==> config.mk <==
export PLATFORM = sky130hd
export DESIGN_NAME = nios2_qsys_oci_dct_capture
export DESIGN_NICKNAME = d
export VERILOG_FILES = /design/src/rtl/nios2_oci_dct_pkg.sv /design/src/rtl/nios2_oci_dct_fifo.sv /design/src/rtl/nios2_qsys_oci_dct_capture.sv
export SDC_FILE = /design/constraint.sdc
export NUM_CORES = 1
export LEC_CHECK = 0
export ABC_AREA = 1
export BUFFER_PORTS_ARGS = -buffer_cell sky130_fd_sc_hd__buf_4
export CAP_MARGIN = 30
export CORE_ASPECT_RATIO = 1.2
export CORE_MARGIN = 4
export CORE_UTILIZATION = 53
export CTS_CLUSTER_DIAMETER = 30
export DETAILED_ROUTE_END_ITERATION = 8
export HOLD_SLACK_MARGIN = 0.12
export PLACE_DENSITY = 0.7
export SLEW_MARGIN = 10
export SYNTH_ARGS = -nofsm -noshare
export SYNTH_HDL_FRONTEND = slang
export SYNTH_HIERARCHICAL = 1
export SYNTH_SLANG_ARGS = --single-unit
==> constraint.sdc <==
create_clock -name clk -period 10.4 [get_ports clk]
set_input_delay 1.04 -clock clk [delete_from_list [all_inputs] [get_ports clk]]
set_output_delay 1.04 -clock clk [all_outputs]
set_load 0.05 [all_outputs]
==> src/rtl/nios2_oci_dct_pkg.sv <==
// nios2_oci_dct_pkg: shared state encoding and constants for the OCI debug-trace capture path
package nios2_oci_dct_pkg;
  typedef enum logic [1:0] {CAPTURE, FLUSH, DRAIN, ENDED} dct_state_e;
  localparam logic [63:0] OVF_SAT_ALL = '1;
endpackage

==> src/rtl/nios2_oci_dct_fifo.sv <==
// nios2_oci_dct_fifo: synchronous show-ahead FIFO; push while full is taken when a pop happens in the same cycle
module nios2_oci_dct_fifo #(
  parameter int W     = 8,
  parameter int DEPTH = 4
) (
  input  logic                     clk,
  input  logic                     reset_n,
  input  logic                     push,
  input  logic [W-1:0]             wdata,
  input  logic                     pop,
  output logic [W-1:0]             rdata,
  output logic                     full,
  output logic                     empty,
  output logic [$clog2(DEPTH):0]   level
);
  localparam int AW = $clog2(DEPTH);
  logic [W-1:0]  mem_q [DEPTH];
  logic [AW-1:0] wr_q, rd_q;
  logic [AW:0]   lvl_q;
  logic          wr_en, rd_en;
  assign empty = lvl_q == '0;
  assign full  = lvl_q == (AW+1)'(DEPTH);
  assign level = lvl_q;
  assign rd_en = pop & ~empty;
  assign wr_en = push & (~full | rd_en);
  assign rdata = mem_q[rd_q];
  always_ff @(posedge clk)
    if (wr_en) mem_q[wr_q] <= wdata;
  always_ff @(posedge clk or negedge reset_n)
    if (!reset_n) begin
      wr_q  <= '0;
      rd_q  <= '0;
      lvl_q <= '0;
    end else begin
      if (wr_en) wr_q <= wr_q + AW'(1);
      if (rd_en) rd_q <= rd_q + AW'(1);
      lvl_q <= lvl_q + (AW+1)'(wr_en) - (AW+1)'(rd_en);
    end
endmodule

==> src/rtl/nios2_qsys_oci_dct_capture.sv <==
// nios2_qsys_oci_dct_capture: packs trace entries into frames, buffers them in a FIFO and runs the end-of-test flush/drain
module nios2_qsys_oci_dct_capture
  import nios2_oci_dct_pkg::*;
#(
  parameter int ENTRY_W = 10,
  parameter int ENTRIES = 3,
  parameter int CNT_W   = 4,
  parameter int DEPTH   = 4,
  parameter int OVF_W   = 16
) (
  input  logic                       clk,
  input  logic                       reset_n,
  input  logic                       trc_valid,
  input  logic [ENTRY_W-1:0]         trc_data,
  input  logic                       test_ending,
  output logic                       dct_valid,
  input  logic                       dct_ready,
  output logic [ENTRIES*ENTRY_W-1:0] dct_buffer,
  output logic [CNT_W-1:0]           dct_count,
  output logic                       test_has_ended,
  output logic [OVF_W-1:0]           ovf_count,
  output logic [$clog2(DEPTH):0]     fifo_level
);
  localparam int FW = ENTRIES*ENTRY_W;
  localparam logic [OVF_W-1:0] OVF_SAT = OVF_SAT_ALL[OVF_W-1:0];
  dct_state_e        state_q, state_d;
  logic [FW-1:0]     data_q, data_d, push_data;
  logic [CNT_W-1:0]  n_q, n_d, push_cnt;
  logic [OVF_W-1:0]  ovf_q, ovf_d;
  logic              push, pop, drop, full, empty;
  logic [CNT_W+FW-1:0] rdata;
  always_comb begin
    state_d   = state_q;
    data_d    = data_q;
    n_d       = n_q;
    push      = 1'b0;
    push_data = data_q;
    push_cnt  = n_q;
    case (state_q)
      CAPTURE: begin
        // the entry is accepted before test_ending moves us on, so a completing entry pushes here
        if (trc_valid) begin
          push_data[int'(n_q)*ENTRY_W +: ENTRY_W] = trc_data;
          push_cnt = n_q + CNT_W'(1);
          push     = push_cnt == CNT_W'(ENTRIES);
          data_d   = push ? '0 : push_data;
          n_d      = push ? '0 : push_cnt;
        end
        if (test_ending) state_d = FLUSH;
      end
      FLUSH: begin
        push    = n_q != '0;
        data_d  = '0;
        n_d     = '0;
        state_d = DRAIN;
      end
      DRAIN:   state_d = empty ? ENDED : DRAIN;
      default: state_d = ENDED;
    endcase
  end
  assign dct_valid = ~empty;
  assign pop       = dct_valid & dct_ready;
  assign drop      = push & full & ~pop;
  assign ovf_d     = (drop && ovf_q != OVF_SAT) ? ovf_q + OVF_W'(1) : ovf_q;
  always_ff @(posedge clk or negedge reset_n)
    if (!reset_n) begin
      state_q <= CAPTURE;
      data_q  <= '0;
      n_q     <= '0;
      ovf_q   <= '0;
    end else begin
      state_q <= state_d;
      data_q  <= data_d;
      n_q     <= n_d;
      ovf_q   <= ovf_d;
    end
  nios2_oci_dct_fifo #(.W(CNT_W+FW), .DEPTH(DEPTH)) u_fifo (
    .clk     (clk),
    .reset_n (reset_n),
    .push    (push),
    .wdata   ({push_cnt, push_data}),
    .pop     (pop),
    .rdata   (rdata),
    .full    (full),
    .empty   (empty),
    .level   (fifo_level)
  );
  assign dct_buffer     = dct_valid ? rdata[FW-1:0] : '0;
  assign dct_count      = dct_valid ? rdata[CNT_W+FW-1:FW] : '0;
  assign test_has_ended = state_q == ENDED;
  assign ovf_count      = ovf_q;
endmodule

### Word level (Yosys, flattened, before mapping)

Memory sizes are Yosys's and may differ from the RTL's.
Index checks and enable logic that the tools add are counted.
Widths: inputs -> output; s select.

* word-level logic and storage cells: 61
* memories: 1
* register bits after elaboration: 59
* input bits: 15
* bits in writable memories: 136

Memories
* u_fifo.mem_q: words 4, width 34, read ports 1, clocked after Yosys merged registers in 0, wr ports 1, line nios2_oci_dct_fifo.sv:17 `logic [W-1:0] mem_q [DEPTH];`

* bitwise gates (word level): 9
* add/sub/neg operators: 7
* multiplexer cells: 20
* reductions and logical operators: 6
* shifts and indexed selects: 2
* multipliers: 1
* eq/ne operators: 8

Operators with widths (count)
* $mux 30: 5
* $pmux 30 s2: 1
* $neg 8->33: 1
* $shift 10x33->30 const A: 1
* $shiftx 10x33->30: 1
* $bwmux 30: 1
* $mux 4: 5
* $add 16x1->16 const B: 1
* $ne 16x16->1 const B: 1
* $pmux 4 s2: 1
* $mul 4x3->7 const B: 1
* $pmux 2 s3: 1
* $and 1x1->1: 5
* $add 2x1->2 const B: 2
* $add 4x1->4 const B: 1
* $eq 2x2->1 const B: 2
* $eq 4x2->1 const B: 1
* $mux 1: 4
* $ne 2x2->1 const B: 2
* $reduce_bool 4->1: 1
* $add 3x1->3: 1
* $eq 3x3->1 const B: 1
* $logic_not 3->1: 1
* $not 1->1: 3
* other kinds (9): 9

### Depth between registers and ports, before layout

* word-level depth: 8
* gate-level depth with buffers: 21
* gate-level depth less buffers: 21

### Hierarchy

Netlist, hierarchy kept.

By module, submodules not included
* nios2_oci_dct_fifo: area an instance 5560.3 sq um, cells an instance 417, sequential area each 4259.1 sq um, times used 1
* nios2_qsys_oci_dct_capture: area an instance 4767.1 sq um, cells an instance 808, sequential area each 1301.2 sq um, times used 1

### Least setup slack after synthesis

Ideal clock, no wire load.

* kind: reg2reg
* start point: register u_fifo.lvl_q[1], in the netlist u_fifo/level[1]
* end point: memory u_fifo/mem_q[0][0] in the netlist's numbering, enable pin
* setup time: 0.425 ns
* required time: 9.975 ns
* path slack: 6.856 ns
* stages on the path, launching flop included: 10
* buffers on the path: 1
* arrival time: 3.119 ns
* cell sequence: dfrtp_1 nor2_1 nand2_1 inv_1 clkbuf_1 nor2_1 inv_1 nand3_1 nand2_1 nor2_1

* longest elaborated chain between the ends: 8

Ends and longest elaborated chain
* start, declared: line nios2_oci_dct_fifo.sv:19 `logic [AW:0] lvl_q;`
* start signal, assigned: line nios2_oci_dct_fifo.sv:37 `lvl_q <= lvl_q + (AW+1)'(wr_en) - (AW+1)'(rd_en);`
* $logic_not 3->1: line nios2_oci_dct_fifo.sv:21 `assign empty = lvl_q == '0;`
* net empty: line nios2_qsys_oci_dct_capture.sv:30 `logic push, pop, drop, full, empty;`
* $not 1->1: line nios2_qsys_oci_dct_capture.sv:61 `assign dct_valid = ~empty;`
* $and 1x1->1: line nios2_qsys_oci_dct_capture.sv:62 `assign pop = dct_valid & dct_ready;`
* net pop: line nios2_qsys_oci_dct_capture.sv:30
* $and 1x1->1: line nios2_oci_dct_fifo.sv:24 `assign rd_en = pop & ~empty;`
* $or 1x1->1: line nios2_oci_dct_fifo.sv:25 `assign wr_en = push & (~full | rd_en);`
* $and 1x1->1: line nios2_oci_dct_fifo.sv:25
* $mux 1: line nios2_oci_dct_fifo.sv:28 `if (wr_en) mem_q[wr_q] <= wdata;`
* $mux 1 (not written as such): line nios2_oci_dct_fifo.sv:28
* end, declared: line nios2_oci_dct_fifo.sv:17

The timed path passes the listed nets, and every way through them passes these cells.

### Worst setup path after layout

* start point: register n_q[0]
* end point: memory u_fifo/mem_q[0][28] in the netlist's numbering, data pin

* longest elaborated chain between the ends: 6

Ends and longest elaborated chain
* start, declared: line nios2_qsys_oci_dct_capture.sv:28 `logic [CNT_W-1:0] n_q, n_d, push_cnt;`
* start signal, assigned: line nios2_qsys_oci_dct_capture.sv:74 `n_q <= n_d;`
* $mul 4x3->7 (*): line nios2_qsys_oci_dct_capture.sv:43 `push_data[int'(n_q)*ENTRY_W +: ENTRY_W] = trc_data;`
* $neg 8->33 (*): line nios2_qsys_oci_dct_capture.sv:43
* $shiftx 10x33->30 or $shift 10x33->30 (tied branches): line nios2_qsys_oci_dct_capture.sv:43
* $bwmux 30 (*): line nios2_qsys_oci_dct_capture.sv:43
* $mux 30 (*): line nios2_qsys_oci_dct_capture.sv:42 `if (trc_valid) begin`
* $mux 30 (*): line nios2_qsys_oci_dct_capture.sv:39 `case (state_q)`
* net push_data[28]: line nios2_qsys_oci_dct_capture.sv:27 `logic [FW-1:0] data_q, data_d, push_data;`

Mark *: on every way through the listed nets, which the timed path passes. The rest lies on a longest branch.

==> flow_metrics.tcl <==
set metrics [dict create \
    outcome "complete, no violations" \
    critical_path_class "register to register" \
    numCtsBuffers 17 \
    synthAdderAreaFrac_pct 2.08 \
    synth_nets 1256 \
    area_growth_pct 12.4 \
    drt_pre_antenna_iters 5 \
    drtIter0Drc 900 \
    dr_total_vias 8238 \
    worstPathRequired_ns 10.51 \
    viasPerCell 5.35 \
    synth_warnings 6 \
    yosysTopAreaCellShare_pct 39.5 \
    cp_common_cell "nand2_1" \
    rows 55 \
    finish.net_count 1301 \
    grt_pass1_wl_um 38900 \
    wl_per_cell_um 15.5 \
    syn_area_um2 10300 \
    tightestPinTransition_ns 0.940 \
    worstSkewPairLatency_ns 0.43 \
    cp.depth 20 \
    dieArea_um2 21800 \
    setup_tns_ns 0 \
    yosys-mux-area-fraction_pct 0 \
    synth_xor_xnor_area_share_pct 1.61 \
    min_path_cells 2 \
    grt.overflow.total 0 \
    power.leakage_nw 5.10 \
    synth_top_family_by_area "simple AND/OR/NAND/NOR gates" \
    numPortBuffers 69 \
    timing.hold.worst.class "register to register" \
    grt_setup_unrepaired "false" \
    crit_chain "ha_1, ha_1, inv_1, fa_1, inv_1, nand2_1, nand2_1, nor2_1, ha_1, inv_1, nor2_1, nand2_1, nor2_4, nand2_1, nor2_1, nand2_1, inv_1, nand2_1, nand3_1, o21ai_0" \
    grt_usage_pct 22.5 \
    place_area_um2 11100 \
    path_clk_slew_ns 0.07 \
    antenna_cells 0 \
    slowest_delay_ns 0.75 \
    fmax_mhz 252 \
    die_x_um 135 \
    peakVddDrop_v 0.000145 \
    yosys.area_share.simple_pct 25.9 \
    finalClockSkew_ns 0.0123 \
    synth_cell_types 43 \
    postCtsHoldBufs 0 \
    met2_length_um 11600 \
    finalCriticalPeriod_ns 3.97 \
    cts.sinks 195 \
    path_max_fanout 19 \
    design_area_um2 11600 \
    cts.repair.resized 0 \
    path_delay_family "simple AND/OR/NAND/NOR gates" \
    antenna_found_initial 0 \
    cp-start-kind "register" \
    yosys.area.top_type "edfxtp_1" \
    rr_worst_depth 20 \
    fin_crit_sh_pct 38.2 \
    synthMostInstantiatedCell "nand2_1" \
    postSynthCellCount 1225 \
    dr_wl_met3_um 1150 \
    critPathSlowestCell "dfrtp_1" \
    die_height_um 161 \
    wl_um 23900 \
    post_cts_buffers 0 \
    top_layer_used "met4" \
    power_density_nw_per_um2 210 \
    grt_max_degree 70 \
    io_pins 70 \
    cts_buffer_depth 2 \
    core_area_um2 19000 \
    maxSlewViolCount 0 \
    setup_viol_count_final 0 \
    synth_edf_count 136 \
    ys_ff_latch 195 \
    initial_core_util_pct 54.4 \
    ys_top_cells_by_count "312 x nand2_1, 186 x nor2_1, 136 x edfxtp_1" \
    grt_pass1_vias 7644 \
    critical_path_arrival_ns 4.08 \
    async_flop_share_pct 30.3 \
    drive_above_1_share_pct 10.9 \
    cts_tree "built" \
    routabilityCongestion 1.00 \
    synth_compound_area_share_pct 9.06 \
    cp.buffers_inverters 4 \
    finalHoldViolCount 0 \
    ys_dominant_reg_cell "edfxtp_1" \
    slew_headroom_pct 37.2 \
    synth-seq-area-share_pct 53.8 \
    root_buffer "clkbuf_16" \
    drc 0 \
    synth.avg_cell_area_um2 8.43 \
    cp-end-kind "register" \
    max_cap_viol_count 0 \
    hpwlAfterDp_um 16400 \
    wl_met1_um 10600 \
    antenna_left 0 \
    ys_top_cells_by_area "edfxtp_1 40%, dfrtp_1 14%, nand2_1 11%" \
    h-tree-depth 4 \
]
## routing by layer
| metal | track usage [%] | vias to the layer above |
|---|---|---|
| met4 | 8.11 | 0 |
| met5 | 0 | - |
| met3 | 3.63 | 37 |
| met1 | 31.0 | 3849 |
| met2 | 36.3 | 245 |
| li1 | - | 4107 |
## flip-flops by register name (all words and copies together) (netlist names)
name and cells:
ovf_count 16, u_fifo/rd_q 2, state_q 2, data_q 30
u_fifo/mem_q 136, u_fifo/wr_q 2, n_q 4, u_fifo/level 3
## through the flow
| step | total power [mW] | cells | hold slack [ns] | setup slack, ns | utilization (%) |
|---|---|---|---|---|---|
| 2_1_floorplan | 1.60 | 1225 | 0.449 | 6.86 | - |
| 3_3_place_gp | 1.83 | 1500 | 0.464 | 6.54 | 57.5 |
| 3_5_place_dp | 1.86 | 1506 | 0.466 | 6.47 | 58.2 |
| 4_1_cts | 2.46 | 1538 | 0.483 | 6.45 | 61.0 |
| 5_1_grt | 2.56 | 1539 | 0.499 | 6.07 | 61.1 |
| 6_report | 2.43 | 1539 | 0.482 | 6.43 | 61.1 |
## placed cells by master, fill, tap and decap left out, types with 3 or more instances in the layout
master and n:
nand2_1 312, nand3b_1 8, nand3_2 3, xor2_1 8
edfxtp_1 136, nand2_2 4, ha_1 14, a21oi_1 3
nand4_1 19, buf_4 73, clkbuf_16 17, inv_2 5
nor3_1 8, nor2_4 6, o21ai_0 88, inv_1 118
nor2_1 181, nand3_1 85, xnor2_1 11, clkinvlp_4 3
nor2_2 3, buf_12 5, o21ai_1 75, o22ai_1 3
clkinv_2 3, o21ai_2 3, inv_6 3, dfrtp_1 58
## worst min-delay path, stage by stage, from the launching register on
cell     delay, ns
dfrtp_1       0.34
nand2_1       0.05
nand2_1       0.06
## report_power, final
part	switching, mW	total [mW]	internal (mW)	leakage [nW]
logic	0.713	0.987	0.274	2.87
clock network	0.289	0.599	0.310	0.256
registers	0.0125	0.846	0.834	1.98
## area by class of cell
type	instances	area, um2
inverters	125	472
multi-input cells	851	4030
clock buffers	19	433
repair buffers	80	691
fillers	1687	7390
clock inverters	13	104
well taps	256	320
flip-flops and latches	195	5560
## cells by family (layout without fill, tap and decap cells)
| kind of cell | after synthesis | after routing |
|---|---|---|
| and+or+nand+nor | 636 | 636 |
| DFF | 195 | 195 |
| AOI/OAI and AO/OA | 180 | 180 |
| buffers and inverters | 179 | 237 |
| xor gates and xnor gates | 19 | 19 |
| adders and majority gates | 16 | 16 |
## worst paths after layout
| kind | slack [ns] | startpoint | endpoint |
|---|---|---|---|
| worst min register to register | 0.48 | data_q[25] | data_q[25] |
| worst max-delay path | 6.43 | n_q[0] | u_fifo/mem_q[0][28] |
| min in group asynchronous | 0.67 | reset_n | u_fifo/rd_q[1] |
| worst min-delay path | 0.48 | data_q[25] | data_q[25] |
| max in group asynchronous | 9.20 | reset_n | u_fifo/rd_q[0] |
| worst max register to register | 6.43 | n_q[0] | u_fifo/mem_q[0][28] |
(Power assumes the default switching activity.)
